**src/rtl/nw_pkg.sv**
```systemverilog
// Shared types and helpers for the Needleman-Wunsch score RAM writer.
// Default geometry, score type, FSM states and address-width helper.
package nw_pkg;

  localparam int N_DEF   = 5;
  localparam int M_DEF   = 5;
  localparam int W_DEF   = 9;
  localparam int GAP_DEF = -2;

  typedef logic signed [W_DEF-1:0] score_t;

  typedef enum logic [1:0] {
    S_IDLE,
    S_INIT_ROW,
    S_INIT_COL,
    S_READY
  } state_e;

  function automatic int addr_w(input int n, input int m);
    return $clog2((n + 1) * (m + 1));
  endfunction

  function automatic int iabs(input int v);
    return (v < 0) ? -v : v;
  endfunction

endpackage

```
**src/rtl/nw_border_seq.sv**
```systemverilog
// Border-cell generator: walks row 0 then column 0, presenting the next
// (addr, data) pair; data grows by GAP per step from an accumulator.
module nw_border_seq #(
  parameter int N   = 5,
  parameter int M   = 5,
  parameter int W   = 9,
  parameter int GAP = -2,
  parameter int AW  = 6
) (
  input  logic                clk,
  input  logic                rst,
  input  logic                step_i,
  output logic [AW-1:0]       addr_o,
  output logic signed [W-1:0] data_o,
  output logic                row_end_o,
  output logic                last_o
);

  localparam int KW = $clog2(((N > M) ? N : M) + 1);
  localparam logic [KW-1:0]       K_N        = KW'(N);
  localparam logic [KW-1:0]       K_M        = KW'(M);
  localparam logic [AW-1:0]       ROW_STRIDE = AW'(M + 1);
  localparam logic signed [W-1:0] GAP_S      = W'(GAP);

  logic                col_q, col_d;
  logic [KW-1:0]       k_q, k_d;
  logic signed [W-1:0] acc_q, acc_d;
  logic [AW-1:0]       addr_q, addr_d;

  assign row_end_o = !col_q && (k_q == K_M);
  assign last_o    = col_q && (k_q == K_N);
  assign addr_o    = addr_q;
  assign data_o    = acc_q;

  // Column phase starts at k=1 so the corner cell (0,0) is emitted only once.
  always_comb begin
    col_d  = col_q;
    k_d    = k_q;
    acc_d  = acc_q;
    addr_d = addr_q;
    if (step_i) begin
      if (last_o) begin
        col_d  = 1'b0;
        k_d    = '0;
        acc_d  = '0;
        addr_d = '0;
      end else if (row_end_o) begin
        col_d  = 1'b1;
        k_d    = KW'(1);
        acc_d  = GAP_S;
        addr_d = ROW_STRIDE;
      end else begin
        k_d    = k_q + KW'(1);
        acc_d  = acc_q + GAP_S;
        addr_d = addr_q + (col_q ? ROW_STRIDE : AW'(1));
      end
    end
  end

  always_ff @(posedge clk) begin
    if (rst) begin
      col_q  <= 1'b0;
      k_q    <= '0;
      acc_q  <= '0;
      addr_q <= '0;
    end else begin
      col_q  <= col_d;
      k_q    <= k_d;
      acc_q  <= acc_d;
      addr_q <= addr_d;
    end
  end

endmodule

```
**src/rtl/score_ram_writer.sv**
```systemverilog
// Single write port of the NW score RAM: self-sequenced border init, then
// one registered write per accepted DP cell insert.
module score_ram_writer
  import nw_pkg::*;
#(
  parameter  int N   = N_DEF,
  parameter  int M   = M_DEF,
  parameter  int W   = W_DEF,
  parameter  int GAP = GAP_DEF,
  localparam int AW  = addr_w(N, M),
  localparam int IW  = $clog2(N + 1),
  localparam int JW  = $clog2(M + 1)
) (
  input  logic                clk,
  input  logic                rst,
  input  logic                start_init,
  input  logic                ins_valid,
  output logic                ins_ready,
  input  logic [IW-1:0]       ins_i,
  input  logic [JW-1:0]       ins_j,
  input  logic signed [W-1:0] ins_score,
  output logic                we,
  output logic [AW-1:0]       addr,
  output logic signed [W-1:0] data,
  output logic                init_done,
  output logic                busy,
  output logic                err
);

  if ((N + M) * iabs(GAP) > 2 ** (W - 1) - 1) begin : g_width_check
    $error("score_ram_writer: (N+M)*|GAP| does not fit in W signed bits");
  end

  localparam logic [IW-1:0] I_MAX      = IW'(N);
  localparam logic [JW-1:0] J_MAX      = JW'(M);
  localparam logic [AW-1:0] ROW_STRIDE = AW'(M + 1);

  state_e              state_q, state_d;
  logic                in_init, start_go, step, accept, in_range;
  logic                seq_row_end, seq_last;
  logic [AW-1:0]       seq_addr, ins_addr;
  logic signed [W-1:0] seq_data;
  logic                we_q, we_d, last_q, last_d, row_end_q, row_end_d, err_q, err_d;
  logic [AW-1:0]       addr_q, addr_d;
  logic signed [W-1:0] data_q, data_d;

  nw_border_seq #(
    .N(N), .M(M), .W(W), .GAP(GAP), .AW(AW)
  ) u_border_seq (
    .clk      (clk),
    .rst      (rst),
    .step_i   (step),
    .addr_o   (seq_addr),
    .data_o   (seq_data),
    .row_end_o(seq_row_end),
    .last_o   (seq_last)
  );

  // The FSM state tracks the write currently on the output register, so
  // busy covers exactly the init write cycles.
  assign in_init  = (state_q == S_INIT_ROW) || (state_q == S_INIT_COL);
  assign start_go = start_init && ((state_q == S_IDLE) || (state_q == S_READY));
  assign step     = start_go || (in_init && !last_q);
  assign accept   = ins_valid && ins_ready;
  assign in_range = (ins_i != '0) && (ins_j != '0) && (ins_i <= I_MAX) && (ins_j <= J_MAX);
  assign ins_addr = AW'(ins_i) * ROW_STRIDE + AW'(ins_j);

  always_comb begin
    state_d = state_q;
    case (state_q)
      S_IDLE:     if (start_init)  state_d = S_INIT_ROW;
      S_INIT_ROW: if (row_end_q)   state_d = S_INIT_COL;
      S_INIT_COL: if (last_q)      state_d = S_READY;
      S_READY:    if (start_init)  state_d = S_INIT_ROW;
      default:                     state_d = S_IDLE;
    endcase
  end

  // A restart in READY takes the write port over a same-cycle insert.
  always_comb begin
    we_d      = 1'b0;
    addr_d    = addr_q;
    data_d    = data_q;
    last_d    = 1'b0;
    row_end_d = 1'b0;
    err_d     = err_q;
    if (step) begin
      we_d      = 1'b1;
      addr_d    = seq_addr;
      data_d    = seq_data;
      last_d    = seq_last;
      row_end_d = seq_row_end;
    end else if (accept) begin
      if (in_range) begin
        we_d   = 1'b1;
        addr_d = ins_addr;
        data_d = ins_score;
      end else begin
        err_d = 1'b1;
      end
    end
  end

  always_ff @(posedge clk) begin
    if (rst) begin
      state_q   <= S_IDLE;
      we_q      <= 1'b0;
      addr_q    <= '0;
      data_q    <= '0;
      last_q    <= 1'b0;
      row_end_q <= 1'b0;
      err_q     <= 1'b0;
    end else begin
      state_q   <= state_d;
      we_q      <= we_d;
      addr_q    <= addr_d;
      data_q    <= data_d;
      last_q    <= last_d;
      row_end_q <= row_end_d;
      err_q     <= err_d;
    end
  end

  assign we        = we_q;
  assign addr      = addr_q;
  assign data      = data_q;
  assign err       = err_q;
  assign busy      = in_init;
  assign init_done = (state_q == S_READY);
  assign ins_ready = init_done;

endmodule
```
**config.mk**
```make
export PLATFORM = sky130hd
export DESIGN_NAME = score_ram_writer
export DESIGN_NICKNAME = d
export VERILOG_FILES = /design/src/rtl/nw_pkg.sv /design/src/rtl/nw_border_seq.sv /design/src/rtl/score_ram_writer.sv
export SDC_FILE = /design/constraint.sdc
export NUM_CORES = 1
export LEC_CHECK = 0
export ABC_CLOCK_PERIOD_IN_PS = 2100
export CAP_MARGIN = 25
export CORE_MARGIN = 4
export CORE_UTILIZATION = 63
export DETAILED_ROUTE_END_ITERATION = 8
export DONT_BUFFER_PORTS = 1
export PLACE_DENSITY = 0.79
export SLEW_MARGIN = 20
export SYNTH_ARGS = -nofsm -noshare
export SYNTH_HDL_FRONTEND = slang
export SYNTH_SLANG_ARGS = --single-unit
```
**constraint.sdc**
```tcl
create_clock -name clk -period 2.1 [get_ports clk]
set_input_delay 0.105 -clock clk [delete_from_list [all_inputs] [get_ports clk]]
set_output_delay 0.105 -clock clk [all_outputs]
set_load 0.02 [all_outputs]
```
==> reports/qor.yml, run 1 <==
clkLatencyLatePin_ns: 0.35
r2r_start: "state_q[0]"
core_area_um2: 3360
wl_met2_um: 2490
dr_wl_met3_um: 333
critPathMaxStageDelay_ns: 0.38
area_growth_pct: 9.71
grt_pass1_wl_um: 8330
cp-start-kind: "flop"
vias_per_cell: 6.12
totalWireLength_um: 5190
ant_nets: 0
hold_end: "addr[1]"
fillers: 274
grt_antenna_before_repair: 0
synth_fp_nets: 284
vias: 1841
fin_worst_skew_ns: 0.0198
path_cells: "inv_1 -> ha_1 -> nand2b_1 -> buf_4 -> and2_1 -> buf_12 -> a21oi_1 -> o221a_1"
place_congestion: 0.802
initial_core_util_pct: 65.9
remaining_drc_errors: 0
drtPass1Iterations: 4
die-area_um2: 4530
peakVddDrop_v: 0.000709
status: "finished clean"
clkTransAtPathRegs_ns: 0.14
grt_pass1_vias: 1803
slew_headroom_pct: 73.0
worst_slack_ns: 0.155
cts_resized: 0
fp.dieW_um: 67.3
critPathTopFamily: "compound AO/OA/AOI/OAI gates"
endpoint_kind: "flop"
hpwl_um: 3240
layout-drive-gt1-share_pct: 9.02
whs_path_depth: 2
cap_violations: 0
fmax_ghz: 0.514
synth_seq_cells: 39
synth_cells: 245
final.min_clock_period_ns: 1.95
grt_usage_pct: 24.4
htreeDepth: 2
worstHoldPathType: "in -> reg"
cts_tree: "done"
yosys_warnings: 0
layout.nets: 293
dp_slack_ns: 0.211
drtIter0Drc: 166
worst_ep_required_time_ns: 2.40
grt_max_degree: 37
synth_area_um2: 2220
synth.avg_cell_area_um2: 9.05
finalSetupTns_ns: 0
arrival_ns: 2.24
worst_path_max_delay_cell: "dfxtp_1"
fin_crit_sh_pct: 92.6
p_leak_uw: 0.000960
port_buffers: 0
root_buffer: "clkbuf_4"
met1_length_um: 2220
antennaDiodeCount: 0
critPathBufInv: 3
overflow: 0
cts_buffer_depth: 2
power_density_nw_per_um2: 1230
instances_no_fill: 301
ys_types: 44
tightest_slew_ns: 0.401
post_cts_buffers: 0
setup_violations: 0
rr_worst_depth: 8
async_flop_share_pct: 0
critPathMaxFanout: 28
cts_sinks: 39
hold_violations: 0
cts_buffers: 5
yosys_most_used_dff: "dfxtp_1"
ys_seq_area_share_pct: 35.2
worstSetupPathType: "reg -> reg"
reg2reg_slack_ns: 0.15
timing.hold.ws_ns: 0.0663
io-pin-count: 39
rsz0062_at_grt: "false"
min_from: "ins_j[1]"
top_layer: "met4"
drv_slew: 0
synth_edf_count: 0
dp_cells: 281
die_h_um: 67.3
timing.rr.end: "addr[2]"
p_total_uw: 3000
wl_per_cell_um: 17.2
std_cell_rows: 21
[kinds of logic (layout without fill, tap and decap cells)]
logic type / count (synthesis) / count (layout) / synth area share (%)
adder cells (fa/ha/maj): 20 / 20 / 12.3
AND/OR/NAND/NOR: 62 / 62 / 15.0
buffers and inverters: 35 / 45 / 8.07
AO/OA/AOI/OAI: 83 / 83 / 27.1
XOR/XNOR: 6 / 6 / 2.37
flip-flops: 39 / 39 / 35.2
[state kept, by name (all words and copies together) (netlist names)]
name / cells
addr: 6
data: 9
err: 1
last_q: 1
row_end_q: 1
state_q: 2
u_border_seq.addr_o: 6
u_border_seq.col_q: 1
u_border_seq.data_o: 8
u_border_seq.k_q: 3
we: 1
[layout make-up]
cell class | instances | area (µm²) | share of cell area [%]
clock buffers | 5 | 37.5 | 1.54
inverters | 20 | 75.1 | 3.09
clock inverters | 3 | 43.8 | 1.80
repair buffers | 17 | 180 | 7.41
well taps | 46 | 57.6 | 2.37
flip-flops and latches | 39 | 781 | 32.1
multi-input cells | 171 | 1260 | 51.7
[placed cells by master (no fill, tap or decap), types with 6 or more instances in the layout]
cell | synthesis | routed
a31oi_1 | 7 | 7
dfxtp_1 | 39 | 39
dlygate4sd3_1 | 0 | 11
inv_1 | 20 | 20
ha_1 | 17 | 17
o221a_1 | 11 | 11
nand3_1 | 8 | 8
nor2_1 | 10 | 10
nand2_1 | 14 | 14
a21oi_1 | 31 | 31
o21ai_0 | 6 | 6
[routing by layer]
metal / global-route usage (%) / up-vias
met5: 0 / -
met3: 4.99 / 14
met4: 9.37 / 0
met1: 29.9 / 851
li1: - / 911
met2: 41.6 / 65
[timing repair]
action,CTS,global route
endpoints found under the setup margin,0,0
hold endpoints to repair,39,1
hold buffers,11,1
[worst register-to-register path, delay by kind of cell, from the launching register on]
family	cells	cell delay [ns]
adder cells (fa/ha/maj)	1	0.32
flip-flops	1	0.38
AND/OR/NAND/NOR	2	0.31
buffers and inverters	3	0.44
AO/OA/AOI/OAI	2	0.47
[worst max-delay path by stage]
stage,endpoint,cells after the start,from,slack [ns]
3_3_place_gp,data[6],7,state_q[0],0.29
3_5_place_dp,data[5],8,state_q[0],0.21
4_1_cts,data[5],8,state_q[0],0.19
5_1_grt,addr[2],8,state_q[0],0.05
2_1_floorplan,addr[3],8,state_q[0],0.43
6_report,addr[2],8,state_q[0],0.15
[metrics by stage]
stage	area, µm²	util (%)
3_3_place_gp	2220	66.0
3_5_place_dp	2220	66.0
2_1_floorplan	2220	-
6_report	2430	72.3
4_1_cts	2420	72.0
5_1_grt	2430	72.3
[cell usage after synthesis (2+ instances only)]
| cell type | number | share of area (%) |
|---|---|---|
| dfxtp_1 | 39 | 35 |
| a21oi_1 | 31 | 7.0 |
| inv_1 | 20 | 3.4 |
| ha_1 | 17 | 9.6 |
| nand2_1 | 14 | 2.4 |
| o221a_1 | 11 | 5.6 |
| nor2_1 | 10 | 1.7 |
| nand3_1 | 8 | 1.8 |
| a31oi_1 | 7 | 2.0 |
| clkbuf_1 | 6 | 1.0 |
| o21ai_0 | 6 | 1.4 |
| a21o_1 | 5 | 1.7 |
| buf_6 | 5 | 2.5 |
| nand2b_1 | 5 | 1.4 |
| o21ai_1 | 5 | 1.1 |
| or3_1 | 5 | 1.4 |
| a211oi_1 | 4 | 1.4 |
| xor2_1 | 4 | 1.6 |
| and2_1 | 3 | 0.85 |
| fa_1 | 3 | 2.7 |
| nor4_1 | 3 | 0.85 |
| o211ai_1 | 3 | 1.0 |
| and3_1 | 2 | 0.56 |
| buf_2 | 2 | 0.45 |
| buf_4 | 2 | 0.68 |
| nand2_2 | 2 | 0.56 |
| nand4_1 | 2 | 0.56 |
| nor2b_1 | 2 | 0.56 |
| nor3_1 | 2 | 0.45 |
| o41ai_1 | 2 | 0.79 |
| xnor2_1 | 2 | 0.79 |
[report_power, final]
part           total [µW]  internal, µW  switching, µW
Combinational        1250           536            718
Clock                 517           251            267
Sequential           1230           945            281
No activity file was read; power rests on OpenSTA's default activity.
==> inputs of run 2 (changes only) <==
ABC_CLOCK_PERIOD_IN_PS = 2360   (was 2100)
CORE_UTILIZATION = 66   (was 63)
CTS_BUF_LIST = sky130_fd_sc_hd__clkbuf_16   (was not set)
PLACE_DENSITY = 0.82   (was 0.79)
clock period = 2.36 ns   (was 2.1 ns; I/O delays follow)
==> run 2 against run 1 <==
Net effect: total power is 7.1% lower; critical path depth is 2 lower; flip-flop and latch count stayed put; routed wire length is 5.4% lower; first-iteration DRC count is 0.60% higher; utilization is 2.6 points higher; sequential power is 11% lower; worst hold slack worse by 0.065 ns; clock-buffer cell count stayed put; fmax is 12% lower; clock power is 24% higher; clock skew is 0.015 ns lower.
==> reports/qor.yml, run 2 (synthesis results as in run 1) <==
status: "finished clean"
cts_sinks: 39  # unchanged
wl_per_cell_um: 17.2  # -0.42%
rsz0062_at_grt: "false"
rr_worst_depth: 6  # -2
overflow: 0  # unchanged
fin_crit_sh_pct: 93.7  # +1.0 points
ant_nets: 0  # unchanged
worstSetupPathType: "reg -> reg"
place_congestion: 0.792  # -1.3%
arrival_ns: 2.41  # +0.17 ns
antennaDiodeCount: 0  # unchanged
grt_pass1_wl_um: 7910  # -5.0%
cts_resized: 0  # unchanged
p_leak_uw: 0.000922  # -3.9%
vias: 1826  # -0.81%
cap_violations: 0  # unchanged
port_buffers: 0  # unchanged
final_cell_mix: "dfxtp_1 (39), a21oi_1 (31), inv_1 (20)"
slew_headroom_pct: 38.5  # -35 points
crit_start: "state_q[0]"
cts_tree: "done"
fin_util_pct: 74.9  # +2.6 points
area_growth_pct: 5.70
tightest_slew_ns: 0.920  # +0.519 ns
htreeDepth: 2  # unchanged
fillers: 224  # -18%
power_density_nw_per_um2: 1190  # -3.6%
grt_max_degree: 29  # -22%
worstHoldPathType: "in -> reg"
drtIter0Drc: 167  # +0.60%
multi_input_area_um2: 1260  # unchanged
layout-drive-gt1-share_pct: 7.85  # -1.2 points
core_area_um2: 3130  # -7.0%
timing.rr.end: "u_border_seq.k_q[0]"
final.min_clock_period_ns: 2.21  # +0.266 ns
vias_per_cell: 6.38  # +4.4%
drtPass1Iterations: 4  # unchanged
seq_area_um2: 781  # unchanged
root_buffer: "clkbuf_16"
fmax_ghz: 0.452  # -12%
grt_pass1_vias: 1675  # -7.1%
post_cts_buffers: 0  # unchanged
critPathMaxFanout: 23  # -18%
peakVddDrop_v: 0.000917  # +29%
worst_ep_required_time_ns: 2.56  # +0.16 ns
std_cell_rows: 20  # -4.8%
layout.nets: 280  # -4.4%
cts_buffer_depth: 2  # unchanged
setup_violations: 0  # unchanged
endpoint_kind: "flop"
timing.hold.ws_ns: 0.00105  # -0.0653 ns
final_common_cell: "dfxtp_1"
reg2reg_slack_ns: 0.15  # about the same
die_h_um: 66.0  # -2.0%
whs_path_depth: 2  # unchanged
totalWireLength_um: 4910  # -5.4%
fp.dieW_um: 66.0  # -2.0%
io-pin-count: 39  # unchanged
grt_usage_pct: 23.7  # -0.64 points
worst_slack_ns: 0.149  # -0.00551 ns
cts_buffers: 5  # unchanged
grt_antenna_before_repair: 0  # unchanged
clkLatencyLatePin_ns: 0.28  # -0.07 ns
clkTransAtPathRegs_ns: 0.06  # -0.08 ns
largest_reg_flops: 9  # unchanged
fin_worst_skew_ns: 0.00477  # -0.0150 ns
finalSetupTns_ns: 0  # unchanged
hold_violations: 0  # unchanged
dp_cells: 276  # -1.8%
drv_slew: 0  # unchanged
dp_slack_ns: 0.244  # +0.0324 ns
setup.worst_path.end: "u_border_seq.k_q[0]"
hpwl_um: 3430  # +5.6%
cp-start-kind: "flop"
initial_core_util_pct: 70.9  # +5.0 points
instances_no_fill: 286  # -5.0%
remaining_drc_errors: 0  # unchanged
r2r_start: "state_q[0]"
die-area_um2: 4350  # -4.0%
[run 2: worst max-delay path: stages (launching register included)]
cell	delay, ns
dfxtp_1	0.39
inv_1	0.09
ha_1	0.33
nand2b_1	0.33
nand2_2	0.36
or3_1	0.45
a31oi_1	0.17
[run 2: timing repair]
action	CTS	global route
hold buffers	2	0
hold endpoints to repair	24	0
endpoints found under the setup margin	0	0
[run 2: area by class of cell]
| class | count | share of cell area, % |
|---|---|---|
| Clock inverter | 3 | 0.641 |
| Tap cell | 44 | 2.35 |
| Clock buffer | 5 | 5.34 |
| Timing Repair Buffer | 4 | 1.49 |
| Sequential cell | 39 | 33.3 |
| Inverter | 20 | 3.20 |
| Multi-Input combinational cell | 171 | 53.7 |
[run 2: per-stage QoR]
step	cell area, µm²	power, µW
final	2340	2790
after CTS	2340	2780
after global routing	2340	2960
after detailed placement	2180	2110
after floorplan	2220	1980
after global placement	2180	2030
[run 2: how the worst min path moves through the flow]
stage	endpoint	from
after CTS	data[4]	rst
after detailed placement	u_border_seq.k_q[0]	rst
after floorplan	data[0]	ins_score[0]
final	addr[0]	rst
after global routing	data[4]	rst
after global placement	u_border_seq.data_o[2]	rst
[run 2: power by group]
part           leakage, µW  internal [µW]  switching [µW]  total [µW]
sequential        0.000320            843             248        1090
combinational     0.000529            422             631        1050
clock            0.0000733            385             257         642
[run 2: layer usage]
metal | vias up | track usage [%] | share of wire (%)
met4 | 0 | 11.4 | 1.9
met2 | 88 | 35.9 | 46
met3 | 13 | 7.99 | 9.5
met1 | 850 | 30.1 | 43
li1 | 875 | - | -
met5 | - | 0 | 0
